[src/rtl/hex_write_arbiter_if.sv]
// Request/grant bundle between producer blocks and the HEX write arbiter.
// Requester i uses lane i of REQ, REQ_ADDR (3 bits/lane) and REQ_DATA (7 bits/lane).
interface hex_write_arbiter_if #(
  parameter int NREQ = 2
) ();

  logic [NREQ-1:0]   REQ;
  logic [3*NREQ-1:0] REQ_ADDR;
  logic [7*NREQ-1:0] REQ_DATA;
  logic              CLR;
  logic [NREQ-1:0]   GNT;
  logic [NREQ-1:0]   ERR;
  logic              BUSY;

  // Producer side: drives requests and the clear pulse, watches grants.
  modport master (
    output REQ, REQ_ADDR, REQ_DATA, CLR,
    input  GNT, ERR, BUSY
  );

  // Arbiter side.
  modport slave (
    input  REQ, REQ_ADDR, REQ_DATA, CLR,
    output GNT, ERR, BUSY
  );

endinterface

[src/rtl/hex_write_arbiter.sv]
// Owns the six HEX display registers and shares write access between NREQ
// requesters with round-robin arbitration. A clear command blanks the
// implemented displays one per cycle. GNT/ERR/BUSY come straight from flops.
module hex_write_arbiter #(
  parameter int         NREQ      = 2,
  parameter int         NDIG      = 6,
  parameter logic [6:0] CLEAR_PAT = 7'h7F
) (
  input  logic                CLOCK_50,
  input  logic                RESET,
  hex_write_arbiter_if.slave  bus,
  output logic [6:0]          HEX0,
  output logic [6:0]          HEX1,
  output logic [6:0]          HEX2,
  output logic [6:0]          HEX3,
  output logic [6:0]          HEX4,
  output logic [6:0]          HEX5
);

  localparam int         PW     = (NREQ > 1) ? $clog2(NREQ) : 1;
  localparam logic [2:0] NDIG_L = 3'(NDIG);
  localparam logic [2:0] K_LAST = 3'(NDIG - 1);

  typedef enum logic [1:0] {
    S_IDLE,
    S_WRITE,
    S_CLEAR
  } state_e;

  // Request captured at IDLE->WRITE; later changes on the bus are ignored.
  typedef struct packed {
    logic [PW-1:0] w;
    logic [2:0]    addr;
    logic [6:0]    data;
  } wreq_t;

  state_e          state_q,    state_d;
  logic [PW-1:0]   ptr_q,      ptr_d;
  wreq_t           wreq_q,     wreq_d;
  logic [2:0]      k_q,        k_d;
  logic            clr_pend_q, clr_pend_d;
  logic [NREQ-1:0] gnt_q,      gnt_d;
  logic [NREQ-1:0] err_q,      err_d;
  logic            busy_q,     busy_d;
  logic [6:0]      hex_q [6];
  logic [6:0]      hex_d [6];

  logic [PW-1:0]   win;
  logic [2:0]      win_addr;
  logic [6:0]      win_data;
  int              idx;

  // Round-robin search: first set REQ bit starting at ptr and wrapping.
  always_comb begin
    win = '0;
    idx = 0;
    for (int i = NREQ - 1; i >= 0; i--) begin
      idx = int'(ptr_q) + i;
      if (idx >= NREQ) idx = idx - NREQ;
      // Walking downward lets the closest-to-ptr hit overwrite farther ones.
      if (bus.REQ[idx]) win = PW'(idx);
    end
    win_addr = bus.REQ_ADDR[3*win +: 3];
    win_data = bus.REQ_DATA[7*win +: 7];
  end

  // Next-state, datapath and registered-output logic for the arbiter FSM.
  always_comb begin
    // NOTE: every variable gets a default before the case so no path leaves
    // it unassigned; a missing default here would infer a latch.
    state_d    = state_q;
    ptr_d      = ptr_q;
    wreq_d     = wreq_q;
    k_d        = k_q;
    clr_pend_d = clr_pend_q | bus.CLR;
    gnt_d      = '0;
    err_d      = '0;
    busy_d     = 1'b0;
    hex_d      = hex_q;

    case (state_q)
      S_IDLE: begin
        if (clr_pend_q || bus.CLR) begin
          // A pending clear is consumed here; a fresh CLR on this edge only
          // stays pending if it is not the one that triggered this sweep.
          state_d    = S_CLEAR;
          k_d        = '0;
          clr_pend_d = clr_pend_q & bus.CLR;
          busy_d     = 1'b1;
        end else if (|bus.REQ) begin
          state_d     = S_WRITE;
          wreq_d.w    = win;
          wreq_d.addr = win_addr;
          wreq_d.data = win_data;
          gnt_d[win]  = 1'b1;
          err_d[win]  = (win_addr >= NDIG_L);
          busy_d      = 1'b1;
        end
      end

      S_WRITE: begin
        for (int i = 0; i < 6; i++) begin
          if ((wreq_q.addr < NDIG_L) && (wreq_q.addr == 3'(i))) hex_d[i] = wreq_q.data;
        end
        if (wreq_q.w == PW'(NREQ - 1)) ptr_d = '0;
        else                           ptr_d = wreq_q.w + 1'b1;
        state_d = S_IDLE;
      end

      S_CLEAR: begin
        for (int i = 0; i < 6; i++) begin
          if (k_q == 3'(i)) hex_d[i] = CLEAR_PAT;
        end
        if (k_q == K_LAST) begin
          state_d = S_IDLE;
        end else begin
          k_d    = k_q + 1'b1;
          busy_d = 1'b1;
        end
      end

      default: state_d = S_IDLE;
    endcase
  end

  // State and display registers; reset aborts any write or sweep in flight.
  always_ff @(posedge CLOCK_50 or posedge RESET) begin
    // NOTE: sequential state uses non-blocking assignments only, so every
    // flop samples the pre-edge values regardless of statement order.
    if (RESET) begin
      state_q    <= S_IDLE;
      ptr_q      <= '0;
      wreq_q     <= '0;
      k_q        <= '0;
      clr_pend_q <= 1'b0;
      gnt_q      <= '0;
      err_q      <= '0;
      busy_q     <= 1'b0;
      // NOTE: the display registers are visible board outputs, so this small
      // register file is reset explicitly rather than left uninitialised.
      hex_q      <= '{default: CLEAR_PAT};
    end else begin
      state_q    <= state_d;
      ptr_q      <= ptr_d;
      wreq_q     <= wreq_d;
      k_q        <= k_d;
      clr_pend_q <= clr_pend_d;
      gnt_q      <= gnt_d;
      err_q      <= err_d;
      busy_q     <= busy_d;
      hex_q      <= hex_d;
    end
  end

  assign bus.GNT  = gnt_q;
  assign bus.ERR  = err_q;
  assign bus.BUSY = busy_q;

  assign HEX0 = hex_q[0];
  assign HEX1 = hex_q[1];
  assign HEX2 = hex_q[2];
  assign HEX3 = hex_q[3];
  assign HEX4 = hex_q[4];
  assign HEX5 = hex_q[5];

endmodule

[src/flat_wrapper.sv]
// flat-port wrapper written by rule: the top's interface ports become plain ports
module hex_write_arbiter_flat 
#(
  parameter int         NREQ      = 2,
  parameter int         NDIG      = 6,
  parameter logic [6:0] CLEAR_PAT = 7'h7F
)
  (CLOCK_50, RESET, HEX0, HEX1, HEX2, HEX3, HEX4, HEX5, bus_REQ, bus_REQ_ADDR, bus_REQ_DATA, bus_CLR, bus_GNT, bus_ERR, bus_BUSY);
  hex_write_arbiter_if #(.NREQ(NREQ)) bus_i ();
  input  logic CLOCK_50;
  input  logic RESET;
  output logic [6:0] HEX0;
  output logic [6:0] HEX1;
  output logic [6:0] HEX2;
  output logic [6:0] HEX3;
  output logic [6:0] HEX4;
  output logic [6:0] HEX5;
  input wire logic [$bits(bus_i.REQ)-1:0] bus_REQ;
  input wire logic [$bits(bus_i.REQ_ADDR)-1:0] bus_REQ_ADDR;
  input wire logic [$bits(bus_i.REQ_DATA)-1:0] bus_REQ_DATA;
  input wire logic [$bits(bus_i.CLR)-1:0] bus_CLR;
  output wire logic [$bits(bus_i.GNT)-1:0] bus_GNT;
  output wire logic [$bits(bus_i.ERR)-1:0] bus_ERR;
  output wire logic [$bits(bus_i.BUSY)-1:0] bus_BUSY;
  assign bus_i.REQ = bus_REQ;
  assign bus_i.REQ_ADDR = bus_REQ_ADDR;
  assign bus_i.REQ_DATA = bus_REQ_DATA;
  assign bus_i.CLR = bus_CLR;
  assign bus_GNT = bus_i.GNT;
  assign bus_ERR = bus_i.ERR;
  assign bus_BUSY = bus_i.BUSY;
  hex_write_arbiter #(.NREQ(NREQ), .NDIG(NDIG), .CLEAR_PAT(CLEAR_PAT)) u_core (.CLOCK_50(CLOCK_50), .RESET(RESET), .bus(bus_i), .HEX0(HEX0), .HEX1(HEX1), .HEX2(HEX2), .HEX3(HEX3), .HEX4(HEX4), .HEX5(HEX5));
endmodule
[config.mk]
export PLATFORM = sky130hd
export DESIGN_NAME = hex_write_arbiter_flat
export DESIGN_NICKNAME = d
export VERILOG_FILES = /design/src/rtl/hex_write_arbiter_if.sv /design/src/rtl/hex_write_arbiter.sv /design/src/flat_wrapper.sv
export SDC_FILE = /design/constraint.sdc
export NUM_CORES = 1
export LEC_CHECK = 0
export CAP_MARGIN = 10
export CORE_UTILIZATION = 35
export DETAILED_ROUTE_END_ITERATION = 7
export HOLD_SLACK_MARGIN = 0.03
export PLACE_DENSITY = 0.62
export SETUP_SLACK_MARGIN = 0.02
export SYNTH_ARGS = -nofsm -noshare
export SYNTH_HDL_FRONTEND = slang
export SYNTH_SLANG_ARGS = --single-unit
[constraint.sdc]
create_clock -name CLOCK_50 -period 1.9 [get_ports CLOCK_50]
set_clock_uncertainty 0.05 [all_clocks]
set_input_delay 0.19 -clock CLOCK_50 [delete_from_list [all_inputs] [get_ports CLOCK_50]]
set_output_delay 0.19 -clock CLOCK_50 [all_outputs]
set_load 0.05 [all_outputs]
==> flow_summary_export.csv <==
group,metric,value,unit
worst_setup_path,cp-endpoint,"u_core.HEX1[6]",
grt,grt-ovfl-total,0,
grt,grt_start_max_net_pins,66,
drt,drt-pass1-iter-count,4,
yosys,yosys.cell_types.count,36,
worst_setup_path,end_kind,"flop",
clock_tree,hold_buffers,0,
finish,nets,365,
yosys,syn_avg_cell_area,12.5,µm²
floorplanning,start_util,0.367,
clock_tree,root_buffer,"clkbuf_8",
yosys,synth_cells,243,
clock_tree,post-cts-setup-buffers,0,
grt,grt_use_total,0.163,
worst_setup_path,startpoint,"u_core.wreq_q[8]",
placed_design,gp_congestion,0.720,
timing,fmax,0.555,GHz
finish,area_delta_synth_final,36.9,%
worst_setup_path,worstReg2RegStart,"u_core.wreq_q[8]",
floorplanning,core,8300,µm²
yosys,synth_flop_cell,"dfstp_2",
floorplanning,dieHeight,95.3,µm
grt,grt_pass1_wl,11.0,mm
yosys,synthesis.area,3050,µm²
yosys,synth.area.top_cells,"dfstp_2 36%, dfrtp_1 19%, mux2_2 13%",
finish,antenna_cells,0,
finish,drive_above_1_share,0.525,
hold_path,hp-class,"input pin to asynchronous set/reset pin",
drt,drtIter0Drc,109,
yosys,ys_ff_latch,65,
clock_tree,clock_sinks,65,
yosys,synth_common_cells,"42 x dfstp_2, 35 x mux2_2, 23 x dfrtp_1",
drt,ant_nets,0,
timing,setup_viol,0,
yosys,ys_seq_area_frac,0.551,
worst_setup_path,critPathKind,"flop to flop",
yosys,synth.top_cell.area_share,0.362,
clock_tree,clkTransAtPathRegs,70,ps
yosys,synth_edf_count,0,
worst_setup_path,arrival,2010,ps
clock_tree,numCtsBuffers,9,
clock_tree,clk-insertion-delay-late,330,ps
yosys,yosys_warnings,0,
timing,final-max-slew-violation-count,0,
placed_design,hpwl,4.96,mm
worst_setup_path,reg2reg_to,"u_core.HEX1[6]",
drt,drc,0,
clock_tree,cts_tree,"built",
clock_tree,clockBufferDepth,2,
yosys,synth.most_common_cell,"dfstp_2",
timing,rsz0062_at_grt,"no",
worst_setup_path,cp.required,2110,ps
timing,maxSlewHeadroom,0.608,
placed_design,dp_slack,9.20,ps
grt,antenna_found_initial,0,
floorplanning,dieArea,9080,µm²
drt,wl_per_cell,15.0,µm
drt,via_count,2197,
drt,avgViaCountPerCell,4.97,
timing,fin_crit,1800,ps
timing,tightest_slew,588,ps
yosys,yosysTopAreaCell,"dfstp_2",
drt,wl,6.65,mm
grt,grt_pass1_vias,2167,
worst_setup_path,r2r_setup_slack,100,ps
timing,setup_ws,98.7,ps
worst_setup_path,start_kind,"flop",
placed_design,port_buffers,71,
worst_setup_path,reg2reg_depth,4,
run_status,run_status,"complete, no violations",
clock_tree,cts.htree.levels,3,
worst_setup_path,path_max_fanout,7,
timing,tns,0,ps
finish,utilization,0.502,
job,cap_violations,0,
floorplanning,row_count,33,
yosys,async_flop_share,1.00,
timing,min_period_over_period,0.948,
floorplanning,ioPinCount,72,
floorplanning,die_width,95.3,µm
yosys,synth_fp_nets,276,
finish,num-fill-cells,739,
timing,hold_viol_final,0,
placed cells by master (no fill, tap or decap), types with 6 or more instances in the layout:
cell type and n:
a31oi_1 10, nor2_1 13, clkbuf_8 10, buf_4 52, buf_12 6, mux2_2 35, a2bb2oi_1 7, dfstp_2 42
dfrtp_1 23, a21oi_1 13, clkdlybuf4s50_1 29, o21ai_0 13, or2_2 8, o211ai_1 10
flip-flops by register name (all words and copies together), names as in the netlist, 2 cells and up:
name,flops
u_core.HEX3,7
u_core.HEX4,7
u_core.state_q,2
u_core.wreq_q,11
u_core.HEX5,7
u_core.bus.ERR,2
u_core.bus.GNT,2
u_core.k_q,3
u_core.HEX1,7
u_core.HEX2,7
u_core.HEX0,7
critical path: stages, from the launching register on:
cell and delay, ps:
dfrtp_1 430, or3b_1 440, a221oi_4 310, buf_6 170
mux2_2 330
how the worst min path moves through the flow:
stage	depth (start not counted)	endpoint
global route	3	u_core.wreq_q[3]
CTS	3	u_core.wreq_q[3]
floorplan	2	u_core.bus.ERR[0]
detailed placement	1	u_core.ptr_q
global placement	1	u_core.ptr_q
finish	3	u_core.wreq_q[3]
cells by family after synthesis:
group,after synthesis,synth area share
AO/OA/AOI/OAI,64,0.164
multiplexers,38,0.139
buffers and inverters,23,0.0296
AND/OR/NAND/NOR,44,0.0793
adder cells (fa/ha/maj),9,0.0362
flip-flops,65,0.551
what timing repair did:
| item | 4_1_cts | 5_1_grt |
|---|---|---|
| pin swaps | 0 | 0 |
| resized for setup | 2 | 10 |
| setup endpoints to repair | 7 | 50 |
through the flow:
step / cell area, µm² / instances / hold slack (ps)
6_report: 4170 / 442 / 172
3_3_place_gp: 3960 / 426 / 409
4_1_cts: 4140 / 442 / 181
2_1_floorplan: 3050 / 243 / 252
5_1_grt: 4170 / 442 / 199
3_5_place_dp: 3960 / 426 / 415
final cells by class:
| class | instances | area (µm²) | share of cell area |
|---|---|---|---|
| clock buffers | 10 | 138 | 0.0330 |
| inverters | 11 | 41.3 | 0.00991 |
| multi-input cells | 155 | 1300 | 0.313 |
| flip-flops and latches | 65 | 1680 | 0.403 |
| well taps | 105 | 131 | 0.0315 |
| repair buffers | 90 | 835 | 0.200 |
| clock inverters | 6 | 41.3 | 0.00991 |
routing by layer:
layer / GRT usage / wire length [µm]
met3: 0.0359 / 328
met4: 0.0795 / 75
met2: 0.235 / 3020
met1: 0.229 / 3230
met5: 0 / 0
Power is left out: the tool's default activity adds up to more than one toggle a clock period on the data nets, which glitch-free logic cannot reach.
